File: src/rtl/bit_serializer_if.sv
// Parallel-word handshake between a word producer and bit_serializer.
// Producer drives in_data/in_valid; the serializer answers with in_ready.
interface bit_serializer_if #(
   parameter int WIDTH = 8
);
   logic [WIDTH-1:0] in_data;
   logic             in_valid;
   logic             in_ready;

   modport master (
      output in_data,
      output in_valid,
      input  in_ready
   );

   modport slave (
      input  in_data,
      input  in_valid,
      output in_ready
   );
endinterface

File: src/rtl/bit_serializer.sv
// FIFO-buffered parallel-to-serial converter, gapless between queued words.
// Define BIT_SERIALIZER_LSB_FIRST_EN to emit LSB first (default MSB first).
module bit_serializer #(
   parameter int WIDTH = 8,
   parameter int DEPTH = 4
) (
   input  logic                   clk,
   input  logic                   rst,
   bit_serializer_if.slave        s_in,
   output logic                   ser_bit,
   output logic                   ser_valid,
   output logic [$clog2(DEPTH):0] fifo_level,
   output logic                   busy
);

   localparam int AW = $clog2(DEPTH);
   localparam int CW = $clog2(WIDTH);
   localparam logic [AW:0] LVL_FULL = (AW+1)'(DEPTH);
   localparam logic [CW-1:0] CNT_LAST = CW'(WIDTH-1);

   typedef enum logic {
      IDLE,
      SHIFT
   } state_t;

   state_t           r_state;
   state_t           w_state_nxt;
   logic [WIDTH-1:0] r_mem [DEPTH];
   logic [AW-1:0]    r_wr_ptr;
   logic [AW-1:0]    r_rd_ptr;
   logic [AW:0]      r_level;
   logic [WIDTH-1:0] r_shift;
   logic [CW-1:0]    r_cnt;
   logic             w_full;
   logic             w_empty;
   logic             w_last;
   logic             w_push;
   logic             w_pop;
   logic             w_head_bit;
   logic [WIDTH-1:0] w_shift_nxt;

   assign w_full  = (r_level == LVL_FULL);
   assign w_empty = (r_level == '0);
   assign w_last  = (r_cnt == CNT_LAST);

   // Ready depends on registered level only, so a full FIFO refuses
   // a push even on the edge that also pops.
   assign s_in.in_ready = !w_full;
   assign w_push = s_in.in_valid && !w_full;

`ifdef BIT_SERIALIZER_LSB_FIRST_EN
   assign w_head_bit  = r_shift[0];
   assign w_shift_nxt = {1'b0, r_shift[WIDTH-1:1]};
`else
   assign w_head_bit  = r_shift[WIDTH-1];
   assign w_shift_nxt = {r_shift[WIDTH-2:0], 1'b0};
`endif

   always_comb begin
      w_state_nxt = r_state;
      w_pop       = 1'b0;
      unique case (r_state)
         IDLE: begin
            if (!w_empty) begin
               w_pop       = 1'b1;
               w_state_nxt = SHIFT;
            end
         end
         SHIFT: begin
            if (w_last) begin
               if (!w_empty) begin
                  w_pop = 1'b1;
               end else begin
                  w_state_nxt = IDLE;
               end
            end
         end
      endcase
   end

   always_ff @(posedge clk or posedge rst) begin
      if (rst) begin
         r_state <= IDLE;
      end else begin
         r_state <= w_state_nxt;
      end
   end

   always_ff @(posedge clk) begin
      if (w_push) begin
         r_mem[r_wr_ptr] <= s_in.in_data;
      end
   end

   always_ff @(posedge clk or posedge rst) begin
      if (rst) begin
         r_wr_ptr <= '0;
         r_rd_ptr <= '0;
         r_level  <= '0;
      end else begin
         if (w_push) begin
            r_wr_ptr <= r_wr_ptr + 1'b1;
         end
         if (w_pop) begin
            r_rd_ptr <= r_rd_ptr + 1'b1;
         end
         unique case ({w_push, w_pop})
            2'b10:   r_level <= r_level + 1'b1;
            2'b01:   r_level <= r_level - 1'b1;
            default: r_level <= r_level;
         endcase
      end
   end

   always_ff @(posedge clk or posedge rst) begin
      if (rst) begin
         r_shift <= '0;
         r_cnt   <= '0;
      end else if (w_pop) begin
         r_shift <= r_mem[r_rd_ptr];
         r_cnt   <= '0;
      end else if (r_state == SHIFT) begin
         r_shift <= w_shift_nxt;
         r_cnt   <= w_last ? '0 : r_cnt + 1'b1;
      end
   end

   assign busy       = (r_state == SHIFT);
   assign ser_valid  = busy;
   assign ser_bit    = busy & w_head_bit;
   assign fifo_level = r_level;

endmodule

File: src/flat_wrapper.sv
// flat-port wrapper written by rule: the top's interface ports become plain ports
module bit_serializer_flat 
#(
   parameter int WIDTH = 8,
   parameter int DEPTH = 4
)
  (clk, rst, ser_bit, ser_valid, fifo_level, busy, s_in_in_data, s_in_in_valid, s_in_in_ready);
  bit_serializer_if #(.WIDTH(WIDTH)) s_in_i ();
  input  logic clk;
  input  logic rst;
  output logic ser_bit;
  output logic ser_valid;
  output logic [$clog2(DEPTH):0] fifo_level;
  output logic busy;
  input wire logic [$bits(s_in_i.in_data)-1:0] s_in_in_data;
  input wire logic [$bits(s_in_i.in_valid)-1:0] s_in_in_valid;
  output wire logic [$bits(s_in_i.in_ready)-1:0] s_in_in_ready;
  assign s_in_i.in_data = s_in_in_data;
  assign s_in_i.in_valid = s_in_in_valid;
  assign s_in_in_ready = s_in_i.in_ready;
  bit_serializer #(.WIDTH(WIDTH), .DEPTH(DEPTH)) u_core (.clk(clk), .rst(rst), .s_in(s_in_i), .ser_bit(ser_bit), .ser_valid(ser_valid), .fifo_level(fifo_level), .busy(busy));
endmodule
File: config.mk
export PLATFORM = sky130hd
export DESIGN_NAME = bit_serializer_flat
export DESIGN_NICKNAME = d
export VERILOG_FILES = /design/src/rtl/bit_serializer_if.sv /design/src/rtl/bit_serializer.sv /design/src/flat_wrapper.sv
export SDC_FILE = /design/constraint.sdc
export NUM_CORES = 1
export LEC_CHECK = 0
export ABC_AREA = 1
export BUFFER_PORTS_ARGS = -buffer_cell sky130_fd_sc_hd__clkbuf_2
export CAP_MARGIN = 30
export CORE_MARGIN = 1
export CORE_UTILIZATION = 43
export CTS_CLUSTER_SIZE = 28
export DETAILED_ROUTE_END_ITERATION = 8
export GPL_ROUTABILITY_DRIVEN = 0
export PLACE_DENSITY = 0.71
export SLEW_MARGIN = 20
export SYNTH_ARGS = -nofsm -noshare
export SYNTH_HDL_FRONTEND = slang
export SYNTH_SLANG_ARGS = --single-unit
File: constraint.sdc
create_clock -name clk -period 5.95 [get_ports clk]
set_clock_uncertainty 0.15 [all_clocks]
set_input_delay 0.595 -clock clk [delete_from_list [all_inputs] [get_ports clk]]
set_output_delay 0.595 -clock clk [all_outputs]
set_load 0.02 [all_outputs]
==> flow_metrics.env <==
export IMPL_outcome="completed"
export IMPL_grt_max_degree=20
export IMPL_clockBufferDepth=2
export IMPL_rsz0062_at_grt="false"
export IMPL_syn_inst=244
export IMPL_tns_ns=0
export IMPL_nNetsFinal=280
export IMPL_vias=1520
export IMPL_h_tree_depth=2
export IMPL_power_share_clock_pct=16.1
export IMPL_synth_fa_ha_area_share_pct=4.53
export IMPL_root_buffer="clkbuf_8"
export IMPL_irDropWorstVdd_mv=0.191
export IMPL_area_growth_pct=8.68
export IMPL_fmax_mhz=397
export IMPL_layout_common_cells="nand2_1 (78), inv_1 (41), edfxtp_1 (32), nand3_1 (22), dfrtp_1 (19)"
export IMPL_cp_buffers_inverters=3
export IMPL_p_sw_uw=457
export IMPL_clk_pin_slew_worst_paths_ns=0.09
export IMPL_synthXorXnorAreaFrac_pct=1.11
export IMPL_synth_top_family_by_area="simple AND/OR/NAND/NOR gates"
export IMPL_first_iter_violations=82
export IMPL_synthMuxAreaShare_pct=0
export IMPL_seq_area_sq_mm=0.00144
export IMPL_clock_latency_ns=0.29
export IMPL_pwr_share_seq_pct=48.4
export IMPL_cp_slowest_cell="dfrtp_1"
export IMPL_crit_arrival_ns=2.59
export IMPL_maxSlewViolCount=0
export IMPL_fillCellCount=495
export IMPL_crit_top_cell="ha_1"
export IMPL_die_w_microns=76.4
export IMPL_syn_area_sq_mm=0.00238
export IMPL_grt_pass1_vias=1443
export IMPL_initial_core_util_pct=45.7
export IMPL_wl_per_cell_microns=11.8
export IMPL_antenna_found_initial=0
export IMPL_die_h_microns=76.4
export IMPL_cp_start_kind="register"
export IMPL_dr_pass1_iters=4
export IMPL_final_min_clock_period_ns=2.52
export IMPL_synth_seq_area_share_pct=60.4
export IMPL_crit_family="adder cells"
export IMPL_n_antenna_cell=0
export IMPL_maxSlewHeadroom_pct=42.4
export IMPL_cts_sinks=51
export IMPL_p_per_area_mw_per_mm2=447
export IMPL_grt_pass1_wl_microns=6660
export IMPL_finalHoldViolCount=0
export IMPL_stdcell_count=332
export IMPL_synth_ff_latch_count=51
export IMPL_whs_ns=0.237
export IMPL_cp_required_ns=6.02
export IMPL_tightest_slew_ns=0.861
export IMPL_tritoncts="done"
export IMPL_end_kind="register"
export IMPL_yosys_area_share_simple_pct=23.1
export IMPL_ant_nets=0
export IMPL_hp_class="in -> async"
export IMPL_dp_cells=324
export IMPL_dieArea_sq_mm=0.00583
export IMPL_core_sq_mm=0.00520
export IMPL_multi_input_area_sq_um=722
export IMPL_ioPinCount=18
export IMPL_cts_hold_buf=0
export IMPL_place_port_buffers=17
export IMPL_p_leak_uw=0.00125
export IMPL_synthDistinctLibCells=24
export IMPL_maxCapViolCount=0
export IMPL_grt_remaining_overflow=0
export IMPL_setup_viol=0
export IMPL_crit_type="reg -> reg"
export IMPL_numCtsBuffers=5
export IMPL_drc=0
export IMPL_post_dp_hpwl_microns=2750
export IMPL_rows=26
export IMPL_power_share_combinational_pct=35.5
export IMPL_track_usage_pct=14.8
export IMPL_wirelength_microns=3920
export IMPL_switching_share_pct=39.5
export IMPL_synth_compound_area_share_pct=1.63
export IMPL_synth_fp_nets=263
export IMPL_p_int_uw=699
export IMPL_viasPerCell=4.58
export IMPL_avgSynthCellArea_sq_um=9.74
export IMPL_final_common_cell="nand2_1"
export IMPL_critPathMaxFanout=11
export IMPL_post_cts_buffers=0
export IMPL_final_layout_size_suffix_gt1_share_pct=13.7
export IMPL_cts_resized=0
export IMPL_min_period_over_period_pct=42.4
export IMPL_ys_warnings_count=0
export IMPL_worstPathCellList="ha_1 -> ha_1 -> inv_1 -> nand2_1 -> nand2_4 -> inv_2 -> ha_1 -> inv_1 -> fa_1 -> or2_2 -> nand2_1 -> xor2_1"
export IMPL_slowest_delay_ns=0.39
final timing paths:
kind / startpoint / endpoint / slack [ns] / depth (start not counted)
hold reg to reg: u_core.r_shift[0]$_DFFE_PP0P_ / u_core.r_shift[0]$_DFFE_PP0P_ / 0.35 / 2
setup reg to reg: u_core.r_cnt[0]$_DFFE_PP0P_ / u_core.fifo_level[2]$_DFFE_PP0P_ / 3.43 / 12
min in group clk: u_core.r_shift[0]$_DFFE_PP0P_ / u_core.r_shift[0]$_DFFE_PP0P_ / 0.35 / 2
hold / removal: rst / u_core.busy$_DFF_PP0_ / 0.24 / 2
max in group asynchronous: rst / u_core.r_shift[1]$_DFFE_PP0P_ / 4.97 / 2
setup / recovery: u_core.r_cnt[0]$_DFFE_PP0P_ / u_core.fifo_level[2]$_DFFE_PP0P_ / 3.43 / 12
routing by layer:
| metal | global-route usage [%] | vias up | wire length (microns) |
|---|---|---|---|
| met4 | 6.35 | 0 | 46 |
| li1 | - | 800 | - |
| met3 | 3.95 | 5 | 101 |
| met5 | 0 | - | 0 |
| met1 | 19.0 | 693 | 1910 |
| met2 | 23.7 | 22 | 1870 |
flip-flops by register name, summed over array words and instances, names as in the netlist:
| name | cells |
|---|---|
| u_core.r_shift | 8 |
| u_core.busy | 1 |
| u_core.r_mem | 32 |
| u_core.r_cnt | 3 |
| u_core.fifo_level | 3 |
| u_core.r_wr_ptr | 2 |
| u_core.r_rd_ptr | 2 |
through the flow:
step	area, sq um	worst slack (ns)	utilization, %	power (uW)
after floorplan	2380	3.56	-	887
final	2580	3.43	49.6	1160
after global routing	2580	3.24	49.6	1260
after detailed placement	2500	3.45	48.0	984
after CTS	2580	3.43	49.6	1170
after global placement	2500	3.54	48.0	966
cells by family after synthesis:
group / after synthesis
compound gates: 7
fa+ha+maj: 8
buf+inv: 52
xor+xnor: 3
flops: 51
simple gates: 123
layout make-up:
cell class | count | area share, %
inverter | 45 | 6.54
clock buffer | 5 | 2.66
clock inverter | 3 | 0.581
timing repair buffer | 17 | 3.29
sequential | 51 | 55.6
multi-input combinational | 141 | 27.9
tap | 70 | 3.39
synth_stat cells (all sizes together):
master / count / area share [%]
or2: 1 / 0.26
o21ai: 3 / 0.79
edfxtp: 32 / 40
nand4: 7 / 1.8
a21oi: 4 / 0.84
clkinv: 1 / 0.16
xor2: 2 / 0.74
nand3: 22 / 4.6
nor2: 10 / 2.3
xnor2: 1 / 0.37
fa: 1 / 0.84
dfrtp: 19 / 20
buf: 7 / 2.1
ha: 7 / 3.7
inv: 44 / 6.9
nand2: 83 / 14
power by group through the flow:
stage	sequential [uW]	clock (uW)	combinational [uW]
floorplan	538	0	349
global placement	562	0	404
detailed placement	568	0	417
CTS	560	192	418
global route	572	209	478
finish	559	186	411
Note: power is estimated with default switching activity, not from simulation.
